$ cat src/rtl/freq_sweeper_pkg.sv
// Shared types and constants for the stepped frequency-sweep controller.
// The 80-bit instruction word is {init_freq, cycles_per_step, freq_step}.
package freq_sweeper_pkg;

    localparam int FREQ_W   = 32;
    localparam int CYC_W    = 16;
    localparam int INSTR_W  = 2 * FREQ_W + CYC_W;
    localparam int INIT_LSB = 48;
    localparam int CYC_LSB  = 32;
    localparam int STEP_LSB = 0;

    typedef enum logic [1:0] {
        IDLE  = 2'd0,
        LOAD  = 2'd1,
        SWEEP = 2'd2,
        DONE  = 2'd3
    } state_t;

    typedef struct packed {
        logic [FREQ_W-1:0] init_freq;
        logic [CYC_W-1:0]  cycles_per_step;
        logic [FREQ_W-1:0] freq_step;
    } instr_t;

    function automatic instr_t unpack_instr(input logic [INSTR_W-1:0] word);
        instr_t r;
        r.init_freq       = word[INIT_LSB +: FREQ_W];
        r.cycles_per_step = word[CYC_LSB +: CYC_W];
        r.freq_step       = word[STEP_LSB +: FREQ_W];
        return r;
    endfunction

    // A dwell of zero cycles is meaningless, so it is promoted to one.
    function automatic logic [CYC_W-1:0] eff_cycles(input logic [CYC_W-1:0] cyc);
        return (cyc == '0) ? CYC_W'(1) : cyc;
    endfunction

endpackage

$ cat src/rtl/freq_sweeper_counter.sv
// Dwell/step counter pair: counts cycles within a step and steps within a sweep.
// step_adv and sweep_end flag the last dwell cycle of a non-final and the final step.
module freq_sweeper_counter
    import freq_sweeper_pkg::*;
#(
    parameter int NUM_STEPS = 1024
) (
    input  logic             clk,
    input  logic             reset,
    input  logic             clear,
    input  logic             enable,
    input  logic [CYC_W-1:0] dwell_len,
    output logic             step_adv,
    output logic             sweep_end
);

    localparam int STEP_W = (NUM_STEPS > 1) ? $clog2(NUM_STEPS) : 1;

    logic [CYC_W-1:0]  dwell_cnt;
    logic [STEP_W-1:0] step_idx;
    logic              dwell_last;
    logic              step_last;

    assign dwell_last = (dwell_cnt == dwell_len - CYC_W'(1));
    assign step_last  = (step_idx == STEP_W'(NUM_STEPS - 1));
    assign step_adv   = enable && dwell_last && !step_last;
    assign sweep_end  = enable && dwell_last && step_last;

    always_ff @(posedge clk or posedge reset) begin
        if (reset) begin
            dwell_cnt <= '0;
            step_idx  <= '0;
        end else if (clear) begin
            dwell_cnt <= '0;
            step_idx  <= '0;
        end else if (enable) begin
            if (dwell_last) begin
                dwell_cnt <= '0;
                if (!step_last) begin
                    step_idx <= step_idx + STEP_W'(1);
                end
            end else begin
                dwell_cnt <= dwell_cnt + CYC_W'(1);
            end
        end
    end

endmodule

$ cat src/rtl/freq_sweeper.sv
// Stepped frequency-sweep controller: pops one instruction from a FWFT FIFO and
// walks the DDS tuning word through NUM_STEPS equal increments, each held eff_cycles.
module freq_sweeper
    import freq_sweeper_pkg::*;
#(
    parameter int NUM_STEPS = 1024
) (
    input  logic               clk,
    input  logic               reset,
    input  logic [INSTR_W-1:0] fifo_data,
    input  logic               fifo_empty,
    output logic               fifo_rd_en,
    output logic [FREQ_W-1:0]  dds_freq,
    output logic               sweep_start,
    output logic               sweep_done
);

    state_t            state_q, state_d;
    instr_t            instr_q, instr_d;
    logic              rd_en_d, start_d, done_d;
    logic [FREQ_W-1:0] freq_d;
    logic              cnt_clear, cnt_enable;
    logic              step_adv, sweep_end;

    freq_sweeper_counter #(
        .NUM_STEPS (NUM_STEPS)
    ) u_counter (
        .clk       (clk),
        .reset     (reset),
        .clear     (cnt_clear),
        .enable    (cnt_enable),
        .dwell_len (eff_cycles(instr_q.cycles_per_step)),
        .step_adv  (step_adv),
        .sweep_end (sweep_end)
    );

    // Strobes are set on the transition into the state they frame, so
    // sweep_start coincides with the first SWEEP cycle and sweep_done with DONE.
    always_comb begin
        state_d    = state_q;
        instr_d    = instr_q;
        rd_en_d    = 1'b0;
        start_d    = 1'b0;
        done_d     = 1'b0;
        freq_d     = dds_freq;
        cnt_clear  = 1'b0;
        cnt_enable = 1'b0;
        case (state_q)
            IDLE: begin
                if (!fifo_empty) begin
                    rd_en_d = 1'b1;
                    instr_d = unpack_instr(fifo_data);
                    state_d = LOAD;
                end
            end
            LOAD: begin
                freq_d    = instr_q.init_freq;
                start_d   = 1'b1;
                cnt_clear = 1'b1;
                state_d   = SWEEP;
            end
            SWEEP: begin
                cnt_enable = 1'b1;
                if (step_adv) begin
                    freq_d = dds_freq + instr_q.freq_step;
                end
                if (sweep_end) begin
                    done_d  = 1'b1;
                    state_d = DONE;
                end
            end
            DONE: begin
                state_d = IDLE;
            end
            default: begin
                state_d = IDLE;
            end
        endcase
    end

    always_ff @(posedge clk or posedge reset) begin
        if (reset) begin
            state_q     <= IDLE;
            instr_q     <= '0;
            fifo_rd_en  <= 1'b0;
            dds_freq    <= '0;
            sweep_start <= 1'b0;
            sweep_done  <= 1'b0;
        end else begin
            state_q     <= state_d;
            instr_q     <= instr_d;
            fifo_rd_en  <= rd_en_d;
            dds_freq    <= freq_d;
            sweep_start <= start_d;
            sweep_done  <= done_d;
        end
    end

endmodule

$ cat config.mk
export PLATFORM = sky130hd
export DESIGN_NAME = freq_sweeper
export DESIGN_NICKNAME = d
export VERILOG_FILES = /design/src/rtl/freq_sweeper_pkg.sv /design/src/rtl/freq_sweeper_counter.sv /design/src/rtl/freq_sweeper.sv
export SDC_FILE = /design/constraint.sdc
export NUM_CORES = 1
export LEC_CHECK = 0
export BUFFER_PORTS_ARGS = -buffer_cell sky130_fd_sc_hd__buf_2
export CAP_MARGIN = 10
export CORE_MARGIN = 8
export CORE_UTILIZATION = 25
export DETAILED_ROUTE_END_ITERATION = 8
export PLACE_DENSITY_LB_ADDON = 0.12
export SETUP_SLACK_MARGIN = 0.5
export SYNTH_ARGS = -nofsm -noshare
export SYNTH_HDL_FRONTEND = slang
export SYNTH_HIERARCHICAL = 1
export SYNTH_SLANG_ARGS = --single-unit
$ cat constraint.sdc
create_clock -name clk -period 4.5 [get_ports clk]
set_clock_uncertainty 0.05 [all_clocks]
set_input_delay 0.675 -clock clk [delete_from_list [all_inputs] [get_ports clk]]
set_output_delay 0.675 -clock clk [all_outputs]
set_load 0.005 [all_outputs]
==> results of run 1 <==
==> sequential cells by signal, indices dropped and copies added (netlist names) <==
name                 count
sweep_done               1
fifo_rd_en               1
instr_q                 80
u_counter/dwell_cnt     16
dds_freq                32
u_counter/step_idx      10
sweep_start              1
state_q                  2
==> power by group <==
| group | total, mW | internal (mW) | switching [mW] |
|---|---|---|---|
| combinational | 4.61 | 2.03 | 2.58 |
| sequential | 2.29 | 1.84 | 0.452 |
| clock | 1.54 | 0.923 | 0.615 |
==> layout make-up <==
class,instances,area share
multi-input combinational,651,0.467
sequential,143,0.333
timing repair buffer,156,0.0831
tap,455,0.0530
clock buffer,21,0.0438
clock inverter,11,0.0142
inverter,16,0.00605
==> Yosys cell counts (all sizes together) (16+ instances only) <==
library cell | count | area (sq um)
a211oi | 19 | 160
a21oi | 55 | 287
and3 | 16 | 106
clkbuf | 48 | 200
dfrtp | 143 | 3580
ha | 38 | 475
inv | 16 | 60.1
mux2 | 84 | 946
mux2i | 17 | 170
nand2 | 63 | 236
nand3 | 20 | 100
nor2 | 52 | 195
nor2b | 17 | 106
o21ai | 39 | 195
xnor2 | 20 | 175
xor2 | 28 | 245
==> per-stage QoR <==
| step | hold slack (ns) | total power, mW |
|---|---|---|
| floorplan | 0.425 | 5.59 |
| global placement | 0.446 | 6.81 |
| detailed placement | 0.451 | 6.80 |
| CTS | 0.282 | 8.43 |
| global route | 0.326 | 9.17 |
| finish | 0.285 | 8.44 |
==> worst register-to-register path: cells and delay by family, from the launching register on <==
| kind | cells | cell delay, ns |
|---|---|---|
| buffers and inverters | 2 | 0.30 |
| AND/OR/NAND/NOR | 8 | 2.24 |
| flip-flops | 1 | 0.38 |
| AO/OA/AOI/OAI | 3 | 0.75 |
==> logic make-up after synthesis <==
family	after synthesis	synth area share
muxes	101	0.127
adders and majority gates	39	0.0565
DFF	143	0.408
buffers and inverters	73	0.0376
AOI/OAI and AO/OA	208	0.167
xor gates and xnor gates	49	0.0505
and+or+nand+nor	254	0.154
==> layer usage <==
| metal | GRT usage | wire [um] |
|---|---|---|
| met5 | 0 | 0 |
| met3 | 0.0286 | 915 |
| met2 | 0.213 | 12700 |
| met1 | 0.168 | 12500 |
| met4 | 0.0350 | 286 |
==> path summary, 6_finish.rpt <==
path	from	end	cells past startpoint
min in group clk	fifo_data[8]	instr_q[8]	2
worst min register to register	instr_q[60]	instr_q[60]	1
worst max-delay path	instr_q[38]	dds_freq[31]	13
worst max register to register	instr_q[38]	dds_freq[31]	13
worst min-delay path	reset	sweep_done	2
max in group asynchronous	reset	dds_freq[26]	3
==> timing repair <==
| action | CTS | global route |
|---|---|---|
| gates resized for setup | 11 | 17 |
| hold buffers | 0 | 0 |
| setup endpoints to repair | 25 | 22 |
| pin swaps | 2 | 7 |
| buffers inserted | 1 | 13 |
==> flow_metrics.py, run 1 <==
metrics = {
    "clocking": {
        "clock-root-buffer": "clkbuf_16",
        "cts_tree": "built",
        "clock_sinks": 143,
        "htreeDepth": 4,
        "cts_buffers": 17,
        "cts.reportedPaths.clkPinSlew_ns": 0.07,
        "insertion_delay_ns": 0.44,
        "cts.path.max_buffers": 2,
    },
    "setup_path": {
        "arrival_ns": 4.12,
        "cp_data_required_time_ns": 4.78,
        "critPathMaxStageDelay_ns": 0.57,
        "setup.worst_path.end_class": "flip-flop",
        "worstPathMaxFanout": 8,
        "cpLargestDelayFamily": "simple AND/OR/NAND/NOR gates",
        "worstPathCellList": "buf_4 > or4_4 > or4_4 > or4_4 > a221oi_4 > o2111ai_2 > nor2_4 > and2_4 > buf_8 > nand3_1 > a211o_1 > nand2_1 > nor2_1",
        "worstSetupStartpointType": "flip-flop",
        "crit_top_cell": "or4_4",
        "path_buf_inv": 2,
        "cpMaxStageDelayCell": "or4_4",
        "critPathKind": "reg -> reg",
        "timing.reg2reg.setup_slack_ns": 0.67,
    },
    "yosys": {
        "netlist_area_sq_um": 8780,
        "ys_ff_latch": 143,
        "postSynthAreaPerCell_sq_um": 10.1,
        "syn_inst": 867,
        "synthArstFlopShare": 1.00,
        "ys_seq_area_frac": 0.408,
        "synth_edf_count": 0,
        "yosys_warnings": 6,
        "ys_types": 85,
        "synth_ff_type": "dfrtp_1",
        "mappedNetlistNets": 989,
    },
    "layout": {
        "final_common_cell": "dfrtp_1",
        "fillers": 3665,
        "drive_above_1_share": 0.323,
        "nets": 1107,
        "syn2layout_area_growth_pct": 22.5,
        "regArea_sq_um": 3580,
        "final_cell_mix": "140 x dfrtp_1, 117 x buf_2, 84 x mux2_2",
        "n_antenna_cell": 0,
        "stdcell_count": 1453,
        "post-route-util": 0.311,
        "final_area_sq_um": 10700,
        "multiInputGateArea_sq_um": 5010,
    },
    "power_and_ir_drop": {
        "p_leak_nw": 4.61,
        "power_density_nw_per_um2": 786,
        "ir_drop_v": 0.000295,
    },
    "place": {
        "placedCellCount": 1407,
        "place_area_sq_um": 9890,
        "dp_slack_ns": 0.111,
        "post-dp-hpwl_mm": 19.4,
        "io_buffers": 117,
        "place_congestion": 0.811,
    },
    "detailed_routing": {
        "drc": 0,
        "wl_per_cell_um": 18.2,
        "postRouteWirelength_mm": 26.5,
        "drtPass1Iterations": 7,
        "initialDrtViolationCount": 334,
        "ant_nets": 0,
        "via_count": 6936,
        "routed_via_density": 4.77,
    },
    "timing": {
        "maxSlewViolCount": 0,
        "slew-limit-headroom": 0.465,
        "worst_slack_ns": 0.665,
        "tns_ns": 0,
        "rsz0062_at_grt": "false",
        "finalSetupViolCount": 0,
        "finalCritPeriodShare": 0.852,
        "hold_viol_final": 0,
        "fmax_mhz": 261,
        "tightest_slew_ns": 0.798,
        "period_needed_ns": 3.83,
    },
    "job": {
        "maxCapViolCount": 0,
    },
    "min_path": {
        "hp-class": "in -> async",
    },
    "grt": {
        "overflow": 0,
        "track_usage": 0.129,
        "grt_max_degree": 61,
        "grt_pass1_wl_mm": 42.4,
        "antenna_found_initial": 0,
        "grt_pass1_vias": 7386,
    },
    "floorplan": {
        "dieWidth_um": 203,
        "die_h_um": 203,
        "core-area_sq_um": 34500,
        "start_util": 0.254,
        "dieArea_sq_um": 41400,
        "num_rows": 68,
        "pin_count": 118,
    },
    "status": {
        "outcome": "complete, no violations",
    },
}
No activity file was read; power rests on OpenSTA's default activity.
==> inputs of run 2 (changes only) <==
--- a/config.mk
+++ b/config.mk
@@ -14,5 +14,4 @@
 export SETUP_SLACK_MARGIN = 0.5
 export SYNTH_ARGS = -nofsm -noshare
 export SYNTH_HDL_FRONTEND = slang
-export SYNTH_HIERARCHICAL = 1
 export SYNTH_SLANG_ARGS = --single-unit
==> run 2 against run 1 <==
Critical path depth up 1. Count of clock-buffer cells in the layout down 1. Register-to-register slack better by 0.11 ns. Fmax up 2.8%. Die area down 6.8%. Flip-flop and latch count unchanged. Non-clock buffer count down 21. Wire length down 13%. Combinational power down 11%. Worst hold slack worse by 0.039 ns. Largest cell class unchanged. Largest power group unchanged. Highest routed layer is now met5.
==> flow_metrics.py, run 2 <==
metrics = {
    "detailed_routing": {
        "routed_via_density": 4.55,
        "drtPass1Iterations": 4,
        "wl_per_cell_um": 16.8,
        "drc": 0,
        "ant_nets": 0,
        "initialDrtViolationCount": 276,
        "postRouteWirelength_mm": 22.9,
        "via_count": 6186,
    },
    "power_and_ir_drop": {
        "power_density_nw_per_um2": 802,
        "p_leak_nw": 4.39,
        "ir_drop_v": 0.000317,
        "power_mw": 8.00,
    },
    "yosys": {
        "synth_edf_count": 0,
        "syn_inst": 783,
        "ys_ff_latch": 143,
        "ys_seq_area_frac": 0.440,
        "ys_types": 69,
        "synthTopCellsByArea": "dfrtp_1 44%, mux2_2 11%, ha_1 5.8%",
        "synth_top_area_frac": 0.440,
        "mappedNetlistNets": 905,
        "synth_ff_type": "dfrtp_1",
        "netlist_area_sq_um": 8130,
        "synth_top_area_cell": "dfrtp_1",
        "yosysMostFrequentCell": "dfrtp_1",
        "yosys_warnings": 0,
        "synthArstFlopShare": 1.00,
        "ys_top_cells_by_count": "143 x dfrtp_1, 81 x mux2_2, 63 x nand2_1, 55 x o21ai_0",
        "postSynthAreaPerCell_sq_um": 10.4,
    },
    "setup_path": {
        "worstSetupStartpointType": "flip-flop",
        "arrival_ns": 4.04,
        "worstPathMaxFanout": 10,
        "critPathKind": "reg -> reg",
        "setup.worst_path.end_class": "flip-flop",
        "cp_data_required_time_ns": 4.81,
    },
    "floorplan": {
        "dieArea_sq_um": 38500,
        "num_rows": 66,
        "pin_count": 118,
        "dieWidth_um": 196,
        "core-area_sq_um": 32300,
        "start_util": 0.252,
        "die_h_um": 196,
    },
    "timing": {
        "finalCritPeriodShare": 0.829,
        "period_needed_ns": 3.73,
        "tightest_slew_ns": 0.773,
        "maxSlewViolCount": 0,
        "hold_viol_final": 0,
        "worst_slack_ns": 0.770,
        "slew-limit-headroom": 0.484,
        "whs_ns": 0.246,
        "tns_ns": 0,
        "rsz0062_at_grt": "true",
        "finalSetupViolCount": 0,
        "fmax_mhz": 268,
    },
    "place": {
        "placedCellCount": 1322,
        "post-dp-hpwl_mm": 17.0,
        "dp_slack_ns": 0.502,
        "place_congestion": 0.744,
        "io_buffers": 117,
        "place_area_sq_um": 9260,
    },
    "clocking": {
        "cts_tree": "built",
        "clock-root-buffer": "clkbuf_16",
        "cts.reportedPaths.clkPinSlew_ns": 0.07,
        "cts.path.max_buffers": 2,
        "clock_sinks": 143,
        "postCtsHoldBufs": 0,
        "htreeDepth": 4,
        "cts_buffers": 17,
        "insertion_delay_ns": 0.43,
    },
    "layout": {
        "syn2layout_area_growth_pct": 22.8,
        "nets": 1027,
        "n_antenna_cell": 0,
        "final_common_cell": "dfrtp_1",
        "drive_above_1_share": 0.296,
        "stdcell_count": 1360,
        "regArea_sq_um": 3580,
        "multiInputGateArea_sq_um": 4390,
        "largest_register_ff_count": 80,
        "final_cell_mix": "139 x dfrtp_1, 117 x buf_2, 81 x mux2_2",
        "post-route-util": 0.309,
        "final_area_sq_um": 9980,
        "fillers": 3395,
        "largest_register": "instr_q",
        "top_regs": "instr_q (80), dds_freq (32), u_counter.dwell_cnt (16)",
    },
    "grt": {
        "antenna_found_initial": 1,
        "grt_pass1_wl_mm": 37.1,
        "grt_max_degree": 76,
        "grt_pass1_vias": 6596,
        "overflow": 0,
        "track_usage": 0.121,
    },
    "min_path": {
        "hp-class": "in -> async",
    },
    "job": {
        "maxCapViolCount": 0,
    },
    "status": {
        "outcome": "complete, no violations",
    },
}
==> run 2: cell types whose count changed after synthesis, moves of 6 or more <==
cell	change
nand2b_1	+8
clkbuf_1	-23
nor2_1	-7
xnor2_1	+12
o21ai_0	+20
a21oi_1	-9
and3_1	-7
and4_1	-7
a31oi_1	-8
or3_1	-9
a211oi_1	-9
nor4_1	-8
o21bai_1	+6
a221oi_1	-6
==> run 2: worst paths after layout <==
path | start | to | slack, ns | depth (start not counted)
setup / recovery | instr_q[37] | u_counter.step_idx[9] | 0.77 | 14
hold / removal | reset | instr_q[54] | 0.25 | 2
setup reg to reg | instr_q[37] | u_counter.step_idx[9] | 0.77 | 14
hold reg to reg | u_counter.step_idx[5] | u_counter.step_idx[5] | 0.45 | 1
max in group asynchronous | reset | dds_freq[27] | 3.14 | 3
min in group clk | fifo_data[79] | instr_q[79] | 0.42 | 3
==> run 2: power breakdown <==
group	leakage [nW]	switching [mW]	total (mW)	internal, mW
Clock	0.301	0.606	1.56	0.949
Sequential	1.76	0.513	2.37	1.86
Combinational	2.33	2.15	4.08	1.93
==> run 2: kinds of logic after synthesis <==
family,count (synthesis),share of synthesized area
DFF,143,0.440
buffers and inverters,54,0.0265
and+or+nand+nor,208,0.131
xor gates and xnor gates,56,0.0603
adders and majority gates,39,0.0610
muxes,101,0.137
AOI/OAI and AO/OA,182,0.144
==> run 2: final cells by class <==
cell class	instances	area share
multi-input combinational	587	0.440
sequential	143	0.359
timing repair buffer	135	0.0742
tap	442	0.0554
clock buffer	20	0.0448
clock inverter	12	0.0184
inverter	21	0.00828
==> run 2: what timing repair did <==
action / 4_1_cts / 5_1_grt
gates resized for setup: 0 / 12
buffers inserted: 0 / 5
setup endpoints to repair: 0 / 36
==> run 2: layer usage <==
layer,vias up,share of wire,track usage
met5,-,0.00057,0
li1,3085,-,-
met2,92,0.46,0.191
met1,2987,0.49,0.161
met3,20,0.039,0.0324
met4,2,0.011,0.0343
==> run 2: worst max-delay path: stages (launching register included) <==
cell and delay [ns]:
dfrtp_1 0.45, nor4_4 0.41, and2_4 0.23, a21oi_1 0.09, ha_1 0.23, nor3b_4 0.18, mux2_2 0.23, mux2i_1 0.06
o21a_1 0.20, nor4_2 0.22, o2111a_2 0.30, o21a_2 0.24, o21ai_2 0.13, or4_1 0.49, a21oi_1 0.15
==> inputs of run 3 (changes only) <==
==> constraint.sdc (replaced) <==
create_clock -name clk -period 3.4 [get_ports clk]
set_clock_uncertainty 0.05 [all_clocks]
set_input_delay 0.51 -clock clk [delete_from_list [all_inputs] [get_ports clk]]
set_output_delay 0.51 -clock clk [all_outputs]
set_load 0.005 [all_outputs]
==> run 3 against run 2 <==
Wire length rose by 5.6%. Combinational power rose by 68%. Total power rose by 50%. Die area did not move. Fmax rose by 14%. Global-route usage rose by 0.62 points. Sequential share of layout area fell by 3.2 points. Sequential power rose by 30%. Count of clock-buffer cells in the layout did not move. Critical endpoint unchanged. Largest power group unchanged. Highest routed layer unchanged.
==> flow_metrics.py, run 3 (synthesis gave the netlist of run 2 again) <==
metrics = {
    "clocking": {
        "htreeDepth": 4,
        "insertion_delay_ns": 0.43,
        "postCtsHoldBufs": 0,
        "clock-root-buffer": "clkbuf_16",
        "clock_sinks": 143,
        "cts_buffers": 17,
        "cts.path.max_buffers": 2,
        "cts_tree": "built",
        "cts.reportedPaths.clkPinSlew_ns": 0.07,
    },
    "grt": {
        "grt_max_degree": 144,
        "grt_pass1_vias": 6687,
        "track_usage": 0.128,
        "antenna_found_initial": 2,
        "grt_pass1_wl_mm": 38.6,
        "overflow": 0,
    },
    "timing": {
        "tns_ns": 0,
        "finalSetupViolCount": 0,
        "hold_viol_final": 0,
        "tightest_slew_ns": 0.823,
        "maxSlewViolCount": 0,
        "slew-limit-headroom": 0.452,
        "period_needed_ns": 3.28,
        "whs_ns": 0.253,
        "fmax_mhz": 304,
        "finalCritPeriodShare": 0.966,
        "rsz0062_at_grt": "true",
    },
    "setup_path": {
        "worstSetupStartpointType": "flip-flop",
        "regToRegStartpoint": "instr_q[32]",
        "cp-startpoint": "instr_q[32]",
        "cpMaxStageDelayCell": "or4_4",
        "critPathMaxStageDelay_ns": 0.49,
        "rr_worst_depth": 13,
        "cp_data_required_time_ns": 3.71,
        "r2r-end": "u_counter.step_idx[9]",
        "worstPathCellList": "nor4_4 > and2_4 > a21oi_4 > ha_4 > xnor2_1 > a221o_1 > a311oi_2 > and4_1 > o2111a_2 > o21a_4 > o21ai_4 > or4_4 > a21oi_2",
        "path_buf_inv": 0,
        "arrival_ns": 3.59,
        "critPathKind": "reg -> reg",
        "cpLargestDelayFamily": "simple AND/OR/NAND/NOR gates",
        "timing.reg2reg.setup_slack_ns": 0.12,
        "setup.worst_path.end_class": "flip-flop",
        "worstPathMaxFanout": 4,
    },
    "floorplan": {
        "die_h_um": 196,
        "start_util": 0.252,
        "dieArea_sq_um": 38500,
        "core-area_sq_um": 32300,
        "num_rows": 66,
        "dieWidth_um": 196,
        "pin_count": 118,
    },
    "power_and_ir_drop": {
        "p_leak_nw": 4.78,
        "ir_drop_v": 0.000527,
        "power_density_nw_per_um2": 1090,
        "power_mw": 12.0,
    },
    "min_path": {
        "hold_path_end": "instr_q[66]",
        "worstHoldStart": "fifo_data[66]",
        "hp-class": "in -> reg",
        "hold_depth": 2,
    },
    "place": {
        "io_buffers": 117,
        "place_congestion": 0.779,
        "post-dp-hpwl_mm": 17.1,
    },
    "layout": {
        "final_common_cell": "dfrtp_1",
        "largest_register_ff_count": 80,
        "largest_register": "instr_q",
        "nets": 1075,
        "drive_above_1_share": 0.396,
        "syn2layout_area_growth_pct": 34.5,
        "final_cell_mix": "142 x dfrtp_1, 117 x buf_2, 79 x mux2_2",
        "n_antenna_cell": 0,
        "fillers": 3281,
        "top_regs": "instr_q (80), dds_freq (32), u_counter.dwell_cnt (16)",
    },
    "detailed_routing": {
        "wl_per_cell_um": 17.2,
        "via_count": 6473,
        "initialDrtViolationCount": 269,
        "ant_nets": 0,
        "routed_via_density": 4.60,
        "postRouteWirelength_mm": 24.2,
        "drc": 0,
        "drtPass1Iterations": 4,
    },
    "job": {
        "maxCapViolCount": 0,
    },
    "status": {
        "outcome": "complete, no violations",
    },
}
==> run 3: cell count changes in the layout (fill, tap and decap cells not counted), moves of 11 or more <==
cell and change:
o21ai_1 +19, buf_4 +25, o21ai_0 -35, o21ai_2 +15, nand2_1 -13, nor2_1 -11
==> run 3: stage by stage <==
| stage | area (sq um) | setup slack [ns] | util | instances |
|---|---|---|---|---|
| 2_1_floorplan | 8220 | 0.194 | - | 783 |
| 3_3_place_gp | 9540 | 0.0541 | 0.295 | 1345 |
| 3_5_place_dp | 9540 | 0.0594 | 0.295 | 1345 |
| 4_1_cts | 10700 | 0.110 | 0.331 | 1405 |
| 5_1_grt | 10900 | -0.0566 | 0.339 | 1408 |
| 6_report | 10900 | 0.116 | 0.339 | 1408 |
==> run 3: cell type report <==
cell class                      count  area (sq um)  share of cell area
Clock inverter                     12           184              0.0168
Timing Repair Buffer              184          1370               0.125
Sequential cell                   143          3580               0.327
Clock buffer                       20           447              0.0409
Tap cell                          442           553              0.0506
Multi-Input combinational cell    586          4720               0.432
Inverter                           21          82.6             0.00755
==> run 3: power breakdown <==
group / switching, mW / internal, mW / total [mW]
clock: 0.789 / 1.25 / 2.04
combinational: 3.46 / 3.39 / 6.85
sequential: 0.613 / 2.45 / 3.07
total: 4.87 / 7.10 / 12.0
==> run 3: timing repair <==
action                     CTS  global route
setup buffers               22             3
pin swaps                   15            16
setup endpoints to repair   58            61
resized for setup           61            70
cloned                       6             0
==> run 3: worst max-delay path by stage <==
stage,endpoint,slack [ns],depth (start not counted)
after floorplan,u_counter.step_idx[9],0.19,15
after global placement,dds_freq[30],0.05,15
after detailed placement,u_counter.step_idx[9],0.06,13
after CTS,u_counter.step_idx[9],0.11,13
after global routing,u_counter.step_idx[9],-0.06,13
final,u_counter.step_idx[9],0.12,13
==> run 3: routing by layer <==
metal  wire [um]  vias up  global-route usage
met1       11600     3195               0.169
met5          13        -                   0
met3         835       15              0.0339
met4         264        2              0.0365
li1            -     3180                   -
met2       11500       81               0.202
